### config.mk
export PLATFORM = sky130hd
export DESIGN_NAME = scan_chain_controller_flat
export DESIGN_NICKNAME = d
export VERILOG_FILES = /design/src/rtl/scan_pkg.sv /design/src/rtl/scan_chain_controller_if.sv /design/src/rtl/scan_slow_clk.sv /design/src/rtl/scan_chain_controller.sv /design/src/flat_wrapper.sv
export SDC_FILE = /design/constraint.sdc
export NUM_CORES = 1
export LEC_CHECK = 0
export BUFFER_PORTS_ARGS = -buffer_cell sky130_fd_sc_hd__buf_2
export CORE_ASPECT_RATIO = 0.5
export CORE_MARGIN = 2
export CORE_UTILIZATION = 40
export CTS_BUF_LIST = sky130_fd_sc_hd__clkbuf_2
export CTS_CLUSTER_SIZE = 16
export DETAILED_ROUTE_END_ITERATION = 6
export PLACE_DENSITY = 0.67
export SETUP_SLACK_MARGIN = 0.5
export SLEW_MARGIN = 20
export SYNTH_ARGS = -nofsm -noshare
export SYNTH_HDL_FRONTEND = slang
export SYNTH_SLANG_ARGS = --single-unit
export TNS_END_PERCENT = 10
### constraint.sdc
create_clock -name clk -period 3.5 [get_ports clk]
set_clock_uncertainty 0.05 [all_clocks]
set_input_delay 0 -clock clk [delete_from_list [all_inputs] [get_ports clk]]
set_output_delay 0 -clock clk [all_outputs]
set_load 0.05 [all_outputs]
### src/rtl/scan_pkg.sv
// Shared definitions for the scan-chain controller.
//   scan_state_e  : controller FSM states
//   SLOW_MIN_BIT  : lowest counter bit usable as the slow debug clock
//   SLOW_CNT_W    : width of the free-running slow-clock counter
package scan_pkg;

  typedef enum logic [2:0] {
    StStart,
    StLoad,
    StLatch,
    StCapture,
    StRead
  } scan_state_e;

  localparam int unsigned SLOW_MIN_BIT = 13;
  localparam int unsigned SLOW_CNT_W   = 22;

endpackage

### src/rtl/scan_chain_controller_if.sv
// Serial scan-chain bus between the controller and the design chain.
//   scan_clk          : chain shift clock
//   scan_data_out     : serial data into the chain head
//   scan_data_in      : serial data from the chain tail
//   scan_select       : high = chain flops capture design outputs
//   scan_latch_enable : high = design input latches transparent
// master = controller side, slave = chain side.
interface scan_chain_controller_if;

  logic scan_clk;
  logic scan_data_out;
  logic scan_data_in;
  logic scan_select;
  logic scan_latch_enable;

  modport master (
    output scan_clk,
    output scan_data_out,
    output scan_select,
    output scan_latch_enable,
    input  scan_data_in
  );

  modport slave (
    input  scan_clk,
    input  scan_data_out,
    input  scan_select,
    input  scan_latch_enable,
    output scan_data_in
  );

endinterface

### src/rtl/scan_slow_clk.sv
// Slow debug clock generator: a free-running SLOW_CNT_W-bit counter whose bit
// (SLOW_MIN_BIT + select) is brought out, registered, as slow_clk.
//   clk, reset_n : system clock, async active-low reset
//   set_clk_div  : the select is loaded from div_sel on its rising edge
//   div_sel      : divider select value (clamped to the top counter bit)
//   slow_clk     : divided clock
module scan_slow_clk
  import scan_pkg::*;
#(
  parameter int unsigned NUM_IOS = 8
) (
  input  logic               clk,
  input  logic               reset_n,
  input  logic               set_clk_div,
  input  logic [NUM_IOS-1:0] div_sel,
  output logic               slow_clk
);

  localparam int unsigned IdxW   = $clog2(SLOW_CNT_W);
  localparam int unsigned MaxSel = SLOW_CNT_W - 1 - SLOW_MIN_BIT;

  logic [SLOW_CNT_W-1:0] cnt_q;
  logic [NUM_IOS-1:0]    sel_q;
  logic                  set_q;
  logic                  slow_q;
  logic [IdxW-1:0]       bit_idx;

  always_comb begin
    bit_idx = IdxW'(SLOW_CNT_W - 1);
    if (int'(sel_q) <= int'(MaxSel)) begin
      bit_idx = IdxW'(int'(sel_q) + int'(SLOW_MIN_BIT));
    end
  end

  always_ff @(posedge clk or negedge reset_n) begin
    if (!reset_n) begin
      cnt_q  <= '0;
      sel_q  <= '0;
      set_q  <= 1'b0;
      slow_q <= 1'b0;
    end else begin
      cnt_q  <= cnt_q + 1'b1;
      set_q  <= set_clk_div;
      slow_q <= cnt_q[bit_idx];
      if (set_clk_div && !set_q) begin
        sel_q <= div_sel;
      end
    end
  end

  assign slow_clk = slow_q;

endmodule

### src/rtl/scan_chain_controller.sv
// Scan-chain controller. Shifts the user inputs into the selected design on a
// shared chain of NUM_DESIGNS x NUM_IOS flops, latches them, captures every
// design's outputs, shifts them back and presents the selected design's outputs.
// Each scan bit takes 2*SCAN_DIV clk cycles: scan_clk low SCAN_DIV, high SCAN_DIV.
// Optional feature macro: SCAN_SLOW_CLK_EN (slow debug clock via scan_slow_clk).
// Ports:
//   clk, reset_n   : system clock, async active-low reset
//   enable         : 1 = refresh continuously, 0 = park in START after this refresh
//   active_select  : design connected to inputs/outputs (sampled in START)
//   inputs         : values driven into the selected design (sampled in START)
//   set_clk_div    : slow clock select/load (SCAN_SLOW_CLK_EN only)
//   outputs        : last captured outputs of the selected design
//   ready          : high while in START
//   slow_clk       : divided debug clock (0 without SCAN_SLOW_CLK_EN)
//   chain          : scan-chain bus, master side
module scan_chain_controller
  import scan_pkg::*;
#(
  parameter int unsigned NUM_DESIGNS = 8,
  parameter int unsigned NUM_IOS     = 8,
  parameter int unsigned SCAN_DIV    = 1,
  parameter int unsigned SEL_W       = $clog2(NUM_DESIGNS)
) (
  input  logic                   clk,
  input  logic                   reset_n,
  input  logic                   enable,
  input  logic [SEL_W-1:0]       active_select,
  input  logic [NUM_IOS-1:0]     inputs,
  input  logic                   set_clk_div,
  output logic [NUM_IOS-1:0]     outputs,
  output logic                   ready,
  output logic                   slow_clk,
  scan_chain_controller_if.master chain
);

  localparam int unsigned IO_W = $clog2(NUM_IOS);
  localparam int unsigned PH_W = $clog2(2 * SCAN_DIV);

  localparam logic [PH_W-1:0]  PhLast    = PH_W'(2 * SCAN_DIV - 1);
  localparam logic [PH_W-1:0]  PhHigh    = PH_W'(SCAN_DIV);
  localparam logic [PH_W-1:0]  PhPreRise = PH_W'(SCAN_DIV - 1);
  localparam logic [SEL_W-1:0] DLast     = SEL_W'(NUM_DESIGNS - 1);
  localparam logic [IO_W-1:0]  ILast     = IO_W'(NUM_IOS - 1);
  localparam logic [SEL_W:0]   DHit      = (SEL_W + 1)'(NUM_DESIGNS - 1);

  scan_state_e        state_q, state_d;
  logic [PH_W-1:0]    ph_q, ph_d;
  logic [SEL_W-1:0]   d_q, d_d;
  logic [IO_W-1:0]    i_q, i_d;
  logic [NUM_IOS-1:0] inputs_r_q, inputs_r_d;
  logic [SEL_W-1:0]   sel_r_q, sel_r_d;
  logic [NUM_IOS-1:0] out_buf_q, out_buf_d;
  logic [NUM_IOS-1:0] outputs_q, outputs_d;
  logic               ready_q, ready_d;
  logic               sck_q, sck_d;
  logic               sdo_q, sdo_d;
  logic               ss_q, ss_d;
  logic               le_q, le_d;
  logic [NUM_IOS-1:0] inputs_eff;
  logic               load_hit, read_hit;
  logic               bit_end, last_pos;

`ifdef SCAN_SLOW_CLK_EN
  scan_slow_clk #(
    .NUM_IOS(NUM_IOS)
  ) u_slow_clk (
    .clk        (clk),
    .reset_n    (reset_n),
    .set_clk_div(set_clk_div),
    .div_sel    (inputs),
    .slow_clk   (slow_clk)
  );
  assign inputs_eff = {inputs[NUM_IOS-1:1], set_clk_div ? slow_clk : inputs[0]};
`else
  logic unused_set_clk_div;
  assign unused_set_clk_div = set_clk_div;
  assign slow_clk           = 1'b0;
  assign inputs_eff         = inputs;
`endif

  // FSM and position counters.
  always_comb begin
    state_d  = state_q;
    ph_d     = ph_q;
    d_d      = d_q;
    i_d      = i_q;
    bit_end  = (ph_q == PhLast);
    last_pos = (d_q == DLast) && (i_q == ILast);
    unique case (state_q)
      StStart: begin
        ph_d = '0;
        d_d  = '0;
        i_d  = '0;
        if (enable) state_d = StLoad;
      end
      StLoad, StRead: begin
        ph_d = ph_q + 1'b1;
        if (bit_end) begin
          ph_d = '0;
          if (i_q == ILast) begin
            i_d = '0;
            d_d = d_q + 1'b1;
          end else begin
            i_d = i_q + 1'b1;
          end
          if (last_pos) begin
            d_d     = '0;
            state_d = (state_q == StLoad) ? StLatch : StStart;
          end
        end
      end
      StLatch: begin
        ph_d = ph_q + 1'b1;
        if (bit_end) begin
          ph_d    = '0;
          state_d = StCapture;
        end
      end
      StCapture: begin
        ph_d = ph_q + 1'b1;
        if (bit_end) begin
          ph_d    = '0;
          state_d = StRead;
        end
      end
      default: state_d = StStart;
    endcase
  end

  // Datapath and registered outputs, all derived from next-state values so the
  // pins change exactly on the clock edge that enters the new phase.
  always_comb begin
    inputs_r_d = inputs_r_q;
    sel_r_d    = sel_r_q;
    if (state_q == StStart) begin
      inputs_r_d = inputs_eff;
      sel_r_d    = active_select;
    end

    // Chain position d carries design NUM_DESIGNS-1-d; widened add avoids underflow
    // when sel is out of range.
    load_hit = (({1'b0, d_d} + {1'b0, sel_r_d}) == DHit);
    read_hit = (({1'b0, d_q} + {1'b0, sel_r_q}) == DHit);

    sdo_d = 1'b0;
    if ((state_d == StLoad) && load_hit) begin
      sdo_d = inputs_r_d[ILast - i_d];
    end

    out_buf_d = out_buf_q;
    if ((state_q == StRead) && (ph_q == PhPreRise) && read_hit) begin
      out_buf_d[ILast - i_q] = chain.scan_data_in;
    end

    outputs_d = (state_d == StStart) ? out_buf_q : outputs_q;
    ready_d   = (state_d == StStart);
    sck_d     = (state_d inside {StLoad, StCapture, StRead}) && (ph_d >= PhHigh);
    ss_d      = (state_d == StCapture);
    le_d      = (state_d == StLatch);
  end

  always_ff @(posedge clk or negedge reset_n) begin
    if (!reset_n) begin
      state_q    <= StStart;
      ph_q       <= '0;
      d_q        <= '0;
      i_q        <= '0;
      inputs_r_q <= '0;
      sel_r_q    <= '0;
      out_buf_q  <= '0;
      outputs_q  <= '0;
      ready_q    <= 1'b0;
      sck_q      <= 1'b0;
      sdo_q      <= 1'b0;
      ss_q       <= 1'b0;
      le_q       <= 1'b0;
    end else begin
      state_q    <= state_d;
      ph_q       <= ph_d;
      d_q        <= d_d;
      i_q        <= i_d;
      inputs_r_q <= inputs_r_d;
      sel_r_q    <= sel_r_d;
      out_buf_q  <= out_buf_d;
      outputs_q  <= outputs_d;
      ready_q    <= ready_d;
      sck_q      <= sck_d;
      sdo_q      <= sdo_d;
      ss_q       <= ss_d;
      le_q       <= le_d;
    end
  end

  assign outputs                 = outputs_q;
  assign ready                   = ready_q;
  assign chain.scan_clk          = sck_q;
  assign chain.scan_data_out     = sdo_q;
  assign chain.scan_select       = ss_q;
  assign chain.scan_latch_enable = le_q;

endmodule
### src/flat_wrapper.sv
// flat-port wrapper written by rule: the top's interface ports become plain ports
module scan_chain_controller_flat import scan_pkg::*;
#(
  parameter int unsigned NUM_DESIGNS = 8,
  parameter int unsigned NUM_IOS     = 8,
  parameter int unsigned SCAN_DIV    = 1,
  parameter int unsigned SEL_W       = $clog2(NUM_DESIGNS)
)
  (clk, reset_n, enable, active_select, inputs, set_clk_div, outputs, ready, slow_clk, chain_scan_clk, chain_scan_data_out, chain_scan_select, chain_scan_latch_enable, chain_scan_data_in);
  scan_chain_controller_if chain_i ();
  input  logic clk;
  input  logic reset_n;
  input  logic enable;
  input  logic [SEL_W-1:0] active_select;
  input  logic [NUM_IOS-1:0] inputs;
  input  logic set_clk_div;
  output logic [NUM_IOS-1:0] outputs;
  output logic ready;
  output logic slow_clk;
  output wire logic [$bits(chain_i.scan_clk)-1:0] chain_scan_clk;
  output wire logic [$bits(chain_i.scan_data_out)-1:0] chain_scan_data_out;
  output wire logic [$bits(chain_i.scan_select)-1:0] chain_scan_select;
  output wire logic [$bits(chain_i.scan_latch_enable)-1:0] chain_scan_latch_enable;
  input wire logic [$bits(chain_i.scan_data_in)-1:0] chain_scan_data_in;
  assign chain_scan_clk = chain_i.scan_clk;
  assign chain_scan_data_out = chain_i.scan_data_out;
  assign chain_scan_select = chain_i.scan_select;
  assign chain_scan_latch_enable = chain_i.scan_latch_enable;
  assign chain_i.scan_data_in = chain_scan_data_in;
  scan_chain_controller #(.NUM_DESIGNS(NUM_DESIGNS), .NUM_IOS(NUM_IOS), .SCAN_DIV(SCAN_DIV), .SEL_W(SEL_W)) u_core (.clk(clk), .reset_n(reset_n), .enable(enable), .active_select(active_select), .inputs(inputs), .set_clk_div(set_clk_div), .outputs(outputs), .ready(ready), .slow_clk(slow_clk), .chain(chain_i));
endmodule
**Word level (Yosys, flattened, before mapping)**

Cells that the tools add are included.

- Output and inout port bits: 14
- Flip-flop bits (word level): 42
- Bits of input ports: 16

- Bitwise operators: 1
- Order comparisons: 4
- Multiplexer cells: 24
- Reductions and logical operators: 11
- Equal/unequal tests: 12
- Add/sub/neg operators: 7

Operators by type and width:

| operator | number |
|---|---|
| 3-bit two-way mux | 11 |
| 3-bit by 2-bit equality test with 1-bit output (second input constant) | 4 |
| 3-bit equality test (second input constant) | 4 |
| 3-bit one-hot mux with 2 select lines | 2 |
| 3-bit one-hot mux with 4 select lines | 1 |
| 3-bit by 3-bit adder with 4-bit output | 2 |
| 8-bit bitwise mux | 1 |
| 4-bit by 3-bit equality test with 1-bit output (second input constant) | 2 |
| 3-bit by 4-bit less-than comparator with 1-bit output (second input constant) | 2 |
| 8-bit two-way mux | 1 |
| 3-bit by 1-bit adder with 3-bit output (second input constant) | 2 |
| 3-bit by 1-bit equality test with 1-bit output (second input constant) | 2 |
| 1-bit logical AND | 6 |
| 3-bit zero test | 2 |
| 3-bit subtractor (first input constant) | 2 |
| 1-bit two-way mux | 4 |
| 4-bit OR reduction | 1 |
| 1-bit binary-select mux with 3-bit select | 1 |
| 1-bit demux with 3-bit select | 1 |
| 3-bit by 1-bit greater-or-equal comparator with 1-bit output (second input constant) | 1 |
| 3-bit nonzero test | 1 |
| 2-bit two-way mux | 1 |
| 1-bit one-hot mux with 2 select lines | 1 |
| 2-bit OR reduction | 1 |
| 3 further kinds | 3 |

**Longest topological paths before layout**

Gate-level depths: netlist of the first run.

- Depth in word-level cells: 9
- Gate-level depth with buffers: 12

**Worst setup path before layout of the first run**

No wires, ideal clock.

- Path type: register to register
- Start: register u_core.i_q[0]
- End: register u_core.sdo_q, in the netlist u_core.chain.scan_data_out
- Path buffers: 0
- Arrival: 2.363 ns
- Required time: 3.363 ns
- Slack: 1.000 ns
- Library setup time: 0.087 ns
- Stages on the path, launching flop included: 11
- Period minus slack after synthesis: 2.500 ns
- Path through: dfrtp_1 > ha_1 > ha_1 > and3_1 > o32ai_1 > ha_1 > inv_1 > fa_1 > o21ai_0 > nand3_1 > a211oi_2

- Word-level cells in the longest chain between the ends: 9
- Elaborated cells on any way between the ends: 21
- Classes of those cells: 3 x add/sub; 3 x eq/ne; 13 x mux; 2 x reduce/logical

RTL lines:

| element | RTL line | source |
|---|---|---|
| start, declared | scan_chain_controller.sv:49 | `logic [IO_W-1:0] i_q, i_d;` |
| start signal, assigned | scan_chain_controller.sv:181 | `i_q <= i_d;` |
| 3-bit equality test (*) | scan_chain_controller.sv:88, scan_chain_controller.sv:100 |  |
| 3-bit two-way mux / 1-bit logical AND (equally long branches) | scan_chain_controller.sv:100, scan_chain_controller.sv:88 |  |
| 3-bit two-way mux (*) | scan_chain_controller.sv:106 | `if (last_pos) begin` |
| 3-bit two-way mux (*) | scan_chain_controller.sv:98 | `if (bit_end) begin` |
| 3-bit one-hot mux with 2 select lines (*) | scan_chain_controller.sv:89 | `unique case (state_q)` |
| named net u_core.d_d[0] | scan_chain_controller.sv:48 | `logic [SEL_W-1:0] d_q, d_d;` |
| 3-bit by 3-bit adder with 4-bit output (*) | scan_chain_controller.sv:142 | `load_hit = (({1'b0, d_d} + {1'b0, sel_r_d}) == DHit);` |
| 4-bit by 3-bit equality test with 1-bit output (*) | scan_chain_controller.sv:142 |  |
| 1-bit logical AND (*) | scan_chain_controller.sv:146 | `if ((state_d == StLoad) && load_hit) begin` |
| 1-bit two-way mux (*) | scan_chain_controller.sv:146 |  |
| named net u_core.sdo_d | scan_chain_controller.sv:56 | `logic sdo_q, sdo_d;` |
| end signal, assigned | scan_chain_controller.sv:188 | `sdo_q <= sdo_d;` |
| end, declared | scan_chain_controller.sv:56 |  |

The timed path passes the listed nets; every way through them passes the cells marked *. The select of a mux whose other input is x is not followed.
A chain may end at the register's enable or synchronous reset.

**Worst setup path after layout of the first run**

Ends and elaborated chain as after synthesis.

==> results of run 1 <==
[final cells by class]
type / count / area (µm²)
multi-input cells: 121 / 1050
inverters: 7 / 26.3
clock inverters: 3 / 16.3
flip-flops and latches: 42 / 1050
clock buffers: 5 / 25.0
well taps: 70 / 87.6
repair buffers: 44 / 298
fillers: 465 / 2510
[worst paths after layout]
path | startpoint | end | slack [ns] | cells after the start
max in group asynchronous | reset_n | u_core.state_q[0] | 2.62 | 2
min reg2reg | u_core.out_buf_q[1] | u_core.outputs[1] | 0.46 | 1
max reg2reg | u_core.i_q[0] | u_core.chain.scan_data_out | 0.73 | 10
max | u_core.i_q[0] | u_core.chain.scan_data_out | 0.73 | 10
min | reset_n | u_core.outputs[1] | 0.17 | 2
min in group clk | inputs[0] | u_core.inputs_r_q[0] | 0.33 | 3
[per-stage QoR]
step / util (%) / power [W] / hold slack, ns / cell area [µm²] / cells
6_report: 50.4 / 0.000730 / 0.169 / 2550 / 292
5_1_grt: 50.4 / 0.000762 / 0.233 / 2550 / 292
4_1_cts: 50.0 / 0.000735 / 0.218 / 2530 / 290
3_5_place_dp: 46.3 / 0.000521 / 0.145 / 2350 / 268
3_3_place_gp: 46.3 / 0.000521 / 0.125 / 2350 / 268
2_1_floorplan: - / 0.000503 / -0.346 / 2170 / 179
[power breakdown]
group | leakage [nW] | internal (W) | total (W) | switching [W]
combinational | 0.737 | 0.0000175 | 0.0000345 | 0.0000170
clock | 0.0264 | 0.0000456 | 0.000206 | 0.000160
sequential | 0.550 | 0.000488 | 0.000489 | 0.00000107
[cell usage after synthesis (all sizes together), types with 2 or more instances]
master | instances | area, µm²
nand2b | 3 | 18.8
nor3b | 3 | 22.5
o2bb2a | 2 | 40.0
dfrtp | 42 | 1050
fa | 2 | 40.0
o21ai | 3 | 15.0
a22o | 3 | 26.3
o22ai | 3 | 32.5
nor3 | 5 | 36.3
inv | 7 | 26.3
o22a | 2 | 17.5
nand3 | 3 | 15.0
nand2 | 11 | 41.3
buf | 8 | 53.8
nor2 | 14 | 55.1
xnor2 | 3 | 26.3
a211oi | 2 | 20.0
nand3b | 3 | 22.5
mux2i | 3 | 30.0
mux2 | 28 | 319
ha | 11 | 138
a21oi | 5 | 32.5
[metal layers]
metal	track usage, %	routed length [µm]
met1	19.2	1970
met2	23.5	1830
met3	3.63	178
met4	4.76	34
met5	0	0
[flip-flops by register name, summed over array words and instances, names as in the netlist]
| register | flops |
|---|---|
| u_core.bit_end | 1 |
| u_core.chain.scan_clk | 1 |
| u_core.chain.scan_data_out | 1 |
| u_core.chain.scan_latch_enable | 1 |
| u_core.chain.scan_select | 1 |
| u_core.d_q | 3 |
| u_core.i_q | 3 |
| u_core.inputs_r_q | 8 |
| u_core.out_buf_q | 8 |
| u_core.outputs | 8 |
| u_core.ready | 1 |
| u_core.sel_r_q | 3 |
| u_core.state_q | 3 |
[worst max-delay path, cell delays in order (launching register included)]
cell,delay (ns)
dfrtp_1,0.47
ha_1,0.25
ha_1,0.22
and3_1,0.23
o32ai_2,0.33
ha_1,0.23
inv_1,0.06
fa_1,0.37
o21ai_0,0.19
nand3_1,0.11
a211oi_2,0.20
[logic make-up (layout without fill, tap and decap cells)]
kind of cell    count (synthesis)  count (layout)  share of synthesized area [%]
xor+xnor                        3               3                           1.21
flops                          42              42                           48.4
simple gates                   47              47                           11.4
fa+ha+maj                      13              13                           8.17
other cells                     1               1                          0.173
compound gates                 26              26                           10.8
buf+inv                        16              59                           3.86
mux                            31              31                           16.1
[what timing repair did]
| item | CTS | global route |
|---|---|---|
| setup buffers | 0 | 2 |
| pin swaps | 0 | 0 |
| hold endpoints to repair | 62 | 0 |
| hold buffers | 14 | 0 |
| endpoints found under the setup margin | 1 | 1 |
| gates resized for setup | 1 | 3 |
==> flow_metrics.env, run 1 <==
export IMPL_outcome="finished, final reports clean"
export IMPL_start_util_pct=42.9
export IMPL_port_buffers=27
export IMPL_maxSlewViolCount=0
export IMPL_grt_max_degree=43
export IMPL_insertion_delay_ns=0.40
export IMPL_setup_viol=0
export IMPL_synth_edf_count=0
export IMPL_slew_headroom_pct=39.2
export IMPL_fmax_mhz=361
export IMPL_worstPathRequired_ns=3.77
export IMPL_coreArea_um2=5070
export IMPL_grt_pass1_wl_mm=6.80
export IMPL_synth_ff_type="dfrtp_1"
export IMPL_setup_ws_ns=0.728
export IMPL_hpwl_mm=2.82
export IMPL_drt_iter0_drc=58
export IMPL_area_delta_synth_final_pct=17.5
export IMPL_startpoint_type="register"
export IMPL_antennaDiodeCount=0
export IMPL_drt_total_wl_mm=4.01
export IMPL_via_per_inst=4.91
export IMPL_syn_area_um2=2170
export IMPL_grt_usage_pct=14.5
export IMPL_layout_common_cells="dfrtp_1, mux2_2, buf_2"
export IMPL_drc_errors=0
export IMPL_max_vdd_ir_drop_uv=115
export IMPL_path_class="register to register"
export IMPL_synth_cells=179
export IMPL_tightest_slew_ns=0.912
export IMPL_grt_pass1_vias=1488
export IMPL_synth_warnings=0
export IMPL_htreeDepth=2
export IMPL_antenna_left=0
export IMPL_arrival_ns=3.05
export IMPL_synth_distinct_cells=43
export IMPL_final_common_cell="dfrtp_1"
export IMPL_path_max_fanout=5
export IMPL_ctsRootBufferMaster="clkbuf_2"
export IMPL_die_y_um=56.1
export IMPL_die_x_um=108
export IMPL_power_density_nw_per_um2=286
export IMPL_power_leakage_nw=1.31
export IMPL_end_kind="register"
export IMPL_hold_violations=0
export IMPL_synth_nets=208
export IMPL_drv_cap=0
export IMPL_cts_made_buffers=5
export IMPL_drive_gt1_share_pct=35.1
export IMPL_rows=18
export IMPL_syn_avg_cell_area_um2=12.1
export IMPL_ys_seq_elements=42
export IMPL_yosysSeqAreaShare_pct=48.4
export IMPL_vias=1434
export IMPL_async_flop_share_pct=100
export IMPL_dieArea_um2=6070
export IMPL_grt_antenna_before_repair=0
export IMPL_place_ws_ns=0.560
export IMPL_min_path_type="input pin to asynchronous set/reset pin"
export IMPL_cts_sinks=42
export IMPL_layout_min_cycle_time_ns=2.77
export IMPL_drt_first_pass_iters=4
export IMPL_cts_tree="built"
export IMPL_rsz0062_at_grt="no"
export IMPL_wl_per_cell_um=13.7
export IMPL_nNetsFinal=250
export IMPL_max_clock_path_buffers=2
export IMPL_io_pins=30
export IMPL_gp_congestion=0.837
export IMPL_post_route_period_util_pct=79.2
export IMPL_finalSetupTns_ns=0
export IMPL_grt_overflow=0
export IMPL_clk_pin_slew_ns=0.22
No activity file was read; power rests on OpenSTA's default activity.
==> run 2, diff against run 1 <==
--- a/config.mk
+++ b/config.mk
@@ -5,6 +5,7 @@
 export SDC_FILE = /design/constraint.sdc
 export NUM_CORES = 1
 export LEC_CHECK = 0
+export ABC_AREA = 1
 export BUFFER_PORTS_ARGS = -buffer_cell sky130_fd_sc_hd__buf_2
 export CORE_ASPECT_RATIO = 0.5
 export CORE_MARGIN = 2
@@ -12,7 +13,7 @@
 export CTS_BUF_LIST = sky130_fd_sc_hd__clkbuf_2
 export CTS_CLUSTER_SIZE = 16
 export DETAILED_ROUTE_END_ITERATION = 6
-export PLACE_DENSITY = 0.67
+export PLACE_DENSITY = 0.69
 export SETUP_SLACK_MARGIN = 0.5
 export SLEW_MARGIN = 20
 export SYNTH_ARGS = -nofsm -noshare
==> constraint.sdc (replaced) <==
create_clock -name clk -period 2.4 [get_ports clk]
set_clock_uncertainty 0.05 [all_clocks]
set_input_delay 0 -clock clk [delete_from_list [all_inputs] [get_ports clk]]
set_output_delay 0 -clock clk [all_outputs]
set_load 0.05 [all_outputs]
==> run 2 against run 1 <==
The run now ends with negative setup slack left; via count increased by 29%; final cell count is 34% higher; clock power grew 43%; register-to-register slack got worse by 0.84 ns; count of clock-buffer cells in the layout unchanged; fmax grew 10%; die area increased by 5.0%; largest power group unchanged; combinational power grew 37%; power is 44% higher; critical endpoint unchanged; synthesized area rose by 5.3%.
==> flow_metrics.env, run 2 <==
export IMPL_r2r_cells=17
export IMPL_tightest_slew_ns=0.918
export IMPL_maxSlewViolCount=0
export IMPL_comb_power_share_pct=4.5
export IMPL_hold_violations=0
export IMPL_worstReg2RegStart="u_core.i_q[1]"
export IMPL_regToRegEndpoint="u_core.chain.scan_data_out"
export IMPL_rows=19
export IMPL_dpl_cell_area_um2=2600
export IMPL_min_path_type="input pin to asynchronous set/reset pin"
export IMPL_layout_common_cells="nand2_1, dfrtp_1, buf_2"
export IMPL_layout_min_cycle_time_ns=2.51
export IMPL_path_class="register to register"
export IMPL_synth_warnings=0
export IMPL_via_per_inst=4.73
export IMPL_die_y_um=57.5
export IMPL_die_x_um=111
export IMPL_internal_power_w=0.000798
export IMPL_ys_top_cells_by_count="nand2_1, dfrtp_1, nand3_1"
export IMPL_synth_most_common_cell="nand2_1"
export IMPL_drt_first_pass_iters=4
export IMPL_synth_edf_count=0
export IMPL_dp_cells=370
export IMPL_grt_pass1_vias=1810
export IMPL_pwr_share_clk_pct=28.1
export IMPL_cts_made_buffers=5
export IMPL_hold_worst_slack_ns=0.202
export IMPL_finalSetupTns_ns=-0.112
export IMPL_path_cells="ha_2 > ha_2 > nand2_2 > nor2_2 > inv_2 > o21ai_1 > a21oi_1 > nand2_1 > o21ai_2 > ha_2 > inv_2 > fa_2 > xnor2_2 > nand3_2 > nor4_2 > nand2_1 > nor2_1"
export IMPL_wl_per_cell_um=12.0
export IMPL_cp_startpoint="u_core.i_q[1]"
export IMPL_critPathSlowestCell="dfrtp_1"
export IMPL_ys_seq_elements=42
export IMPL_ys_top_cells_by_area="dfrtp_1, nand2_1, ha_1"
export IMPL_syn_area_um2=2290
export IMPL_grt_usage_pct=15.9
export IMPL_start_util_pct=41.7
export IMPL_area_delta_synth_final_pct=26.9
export IMPL_antenna_left=0
export IMPL_vias=1853
export IMPL_switching_share_pct=24.1
export IMPL_grt_pass1_wl_mm=8.14
export IMPL_slew_headroom_pct=38.8
export IMPL_synth_cells=260
export IMPL_drv_cap=0
export IMPL_p_sw_w=0.000253
export IMPL_path_max_fanout=2
export IMPL_setup_viol=1
export IMPL_port_buffers=27
export IMPL_htreeDepth=2
export IMPL_insertion_delay_ns=0.39
export IMPL_end_kind="register"
export IMPL_final_cells=392
export IMPL_arrival_ns=2.80
export IMPL_slowest_delay_ns=0.43
export IMPL_max_clock_path_buffers=2
export IMPL_cts_sinks=42
export IMPL_io_pins=30
export IMPL_nNetsFinal=347
export IMPL_syn_avg_cell_area_um2=8.80
export IMPL_yosysSeqAreaShare_pct=45.9
export IMPL_synth_ff_type="dfrtp_1"
export IMPL_cts_tree="built"
export IMPL_drt_iter0_drc=73
export IMPL_power_density_nw_per_um2=362
export IMPL_grt_overflow=0
export IMPL_drt_total_wl_mm=4.71
export IMPL_antennaDiodeCount=0
export IMPL_r2r_setup_slack_ns=-0.11
export IMPL_post_route_util_pct=52.9
export IMPL_rsz0062_at_grt="yes"
export IMPL_crit_top_cell="ha_2"
export IMPL_clk_pin_slew_ns=0.21
export IMPL_design_area_um2=2900
export IMPL_grt_antenna_before_repair=0
export IMPL_dieArea_um2=6380
export IMPL_grt_max_degree=43
export IMPL_synth_nets=289
export IMPL_worstPathRequired_ns=2.68
export IMPL_ctsRootBufferMaster="clkbuf_2"
export IMPL_violations="negative setup slack"
export IMPL_synth_distinct_cells=32
export IMPL_cts_setup_buffers=0
export IMPL_final_common_cell="nand2_1"
export IMPL_fmax_mhz=398
export IMPL_power_leakage_nw=1.40
export IMPL_gp_congestion=0.791
export IMPL_coreArea_um2=5490
export IMPL_seqPwrFrac_pct=67.4
export IMPL_outcome="finished with violations"
export IMPL_drive_gt1_share_pct=37.6
export IMPL_startpoint_type="register"
export IMPL_setup_ws_ns=-0.112
export IMPL_post_route_period_util_pct=105
export IMPL_yosysTopAreaCellShare_pct=45.9
export IMPL_max_vdd_ir_drop_uv=165
export IMPL_drc_errors=0
export IMPL_hpwl_mm=3.40
export IMPL_async_flop_share_pct=100
export IMPL_yosysTopAreaCell="dfrtp_1"
## run 2: cell count changes after synthesis, moves of 5 or more
cell,change
mux2_2,-27
nand2_4,+5
nand2_2,+17
inv_2,+5
o21ai_1,+9
nand2_1,+59
nor2_1,+5
nand3_1,+21
inv_1,+8
## run 2: final cells by class
class / instances / area [µm²]
fill: 509 / 2590
timing repair buffer: 56 / 395
clock inverter: 3 / 16.3
inverter: 22 / 92.6
multi-input combinational: 191 / 1230
sequential: 42 / 1050
clock buffer: 5 / 25.0
tap: 73 / 91.3
## run 2: logic make-up (layout without fill, tap and decap cells)
logic type	Yosys count	in the layout	synth area share, %
other cells	1	1	0.164
compound gates	32	32	8.31
xor+xnor	1	1	0.383
simple gates	144	144	31.4
buf+inv	27	86	6.01
fa+ha+maj	13	13	7.76
flops	42	42	45.9
## run 2: critical path: cells and delay by family (launching register included)
family / cells / cell delay (ns)
adders and majority gates: 4 / 0.92
and+or+nand+nor: 7 / 0.58
DFF: 1 / 0.43
AOI/OAI and AO/OA: 3 / 0.24
xor gates and xnor gates: 1 / 0.15
buffers and inverters: 2 / 0.08
## run 2: how the worst max path moves through the flow
stage	end	cells after the start
CTS	u_core.chain.scan_data_out	17
floorplan	u_core.chain.scan_data_out	17
detailed placement	u_core.chain.scan_data_out	17
global route	u_core.chain.scan_data_out	17
global placement	u_core.chain.scan_data_out	17
finish	u_core.chain.scan_data_out	17
## run 2: timing repair
action,4_1_cts,5_1_grt
pin swaps,12,13
setup endpoints to repair,9,17
hold buffers,14,0
endpoints found under the hold margin,62,0
gates resized for setup,17,11
## run 2: power by group through the flow
stage,combinational [W],clock [W],sequential [W]
final,0.0000471,0.000295,0.000709
after global routing,0.0000530,0.000341,0.000709
after CTS,0.0000479,0.000305,0.000709
after detailed placement,0.0000309,0,0.000721
after global placement,0.0000300,0,0.000721
after floorplan,0.00000613,0,0.000721
## run 2: through the flow
| stage | power (W) | setup WS [ns] |
|---|---|---|
| finish | 0.00105 | -0.112 |
| global route | 0.00110 | -0.335 |
| CTS | 0.00106 | -0.144 |
| detailed placement | 0.000752 | -0.177 |
| global placement | 0.000751 | -0.0579 |
| floorplan | 0.000727 | -0.0145 |
## run 2: metal layers
layer	vias up	track usage, %	share of wire [%]
met5	-	0	0
met4	0	4.29	1.2
met3	7	4.46	5.0
met2	39	26.6	45
met1	837	20.8	49
li1	970	-	-
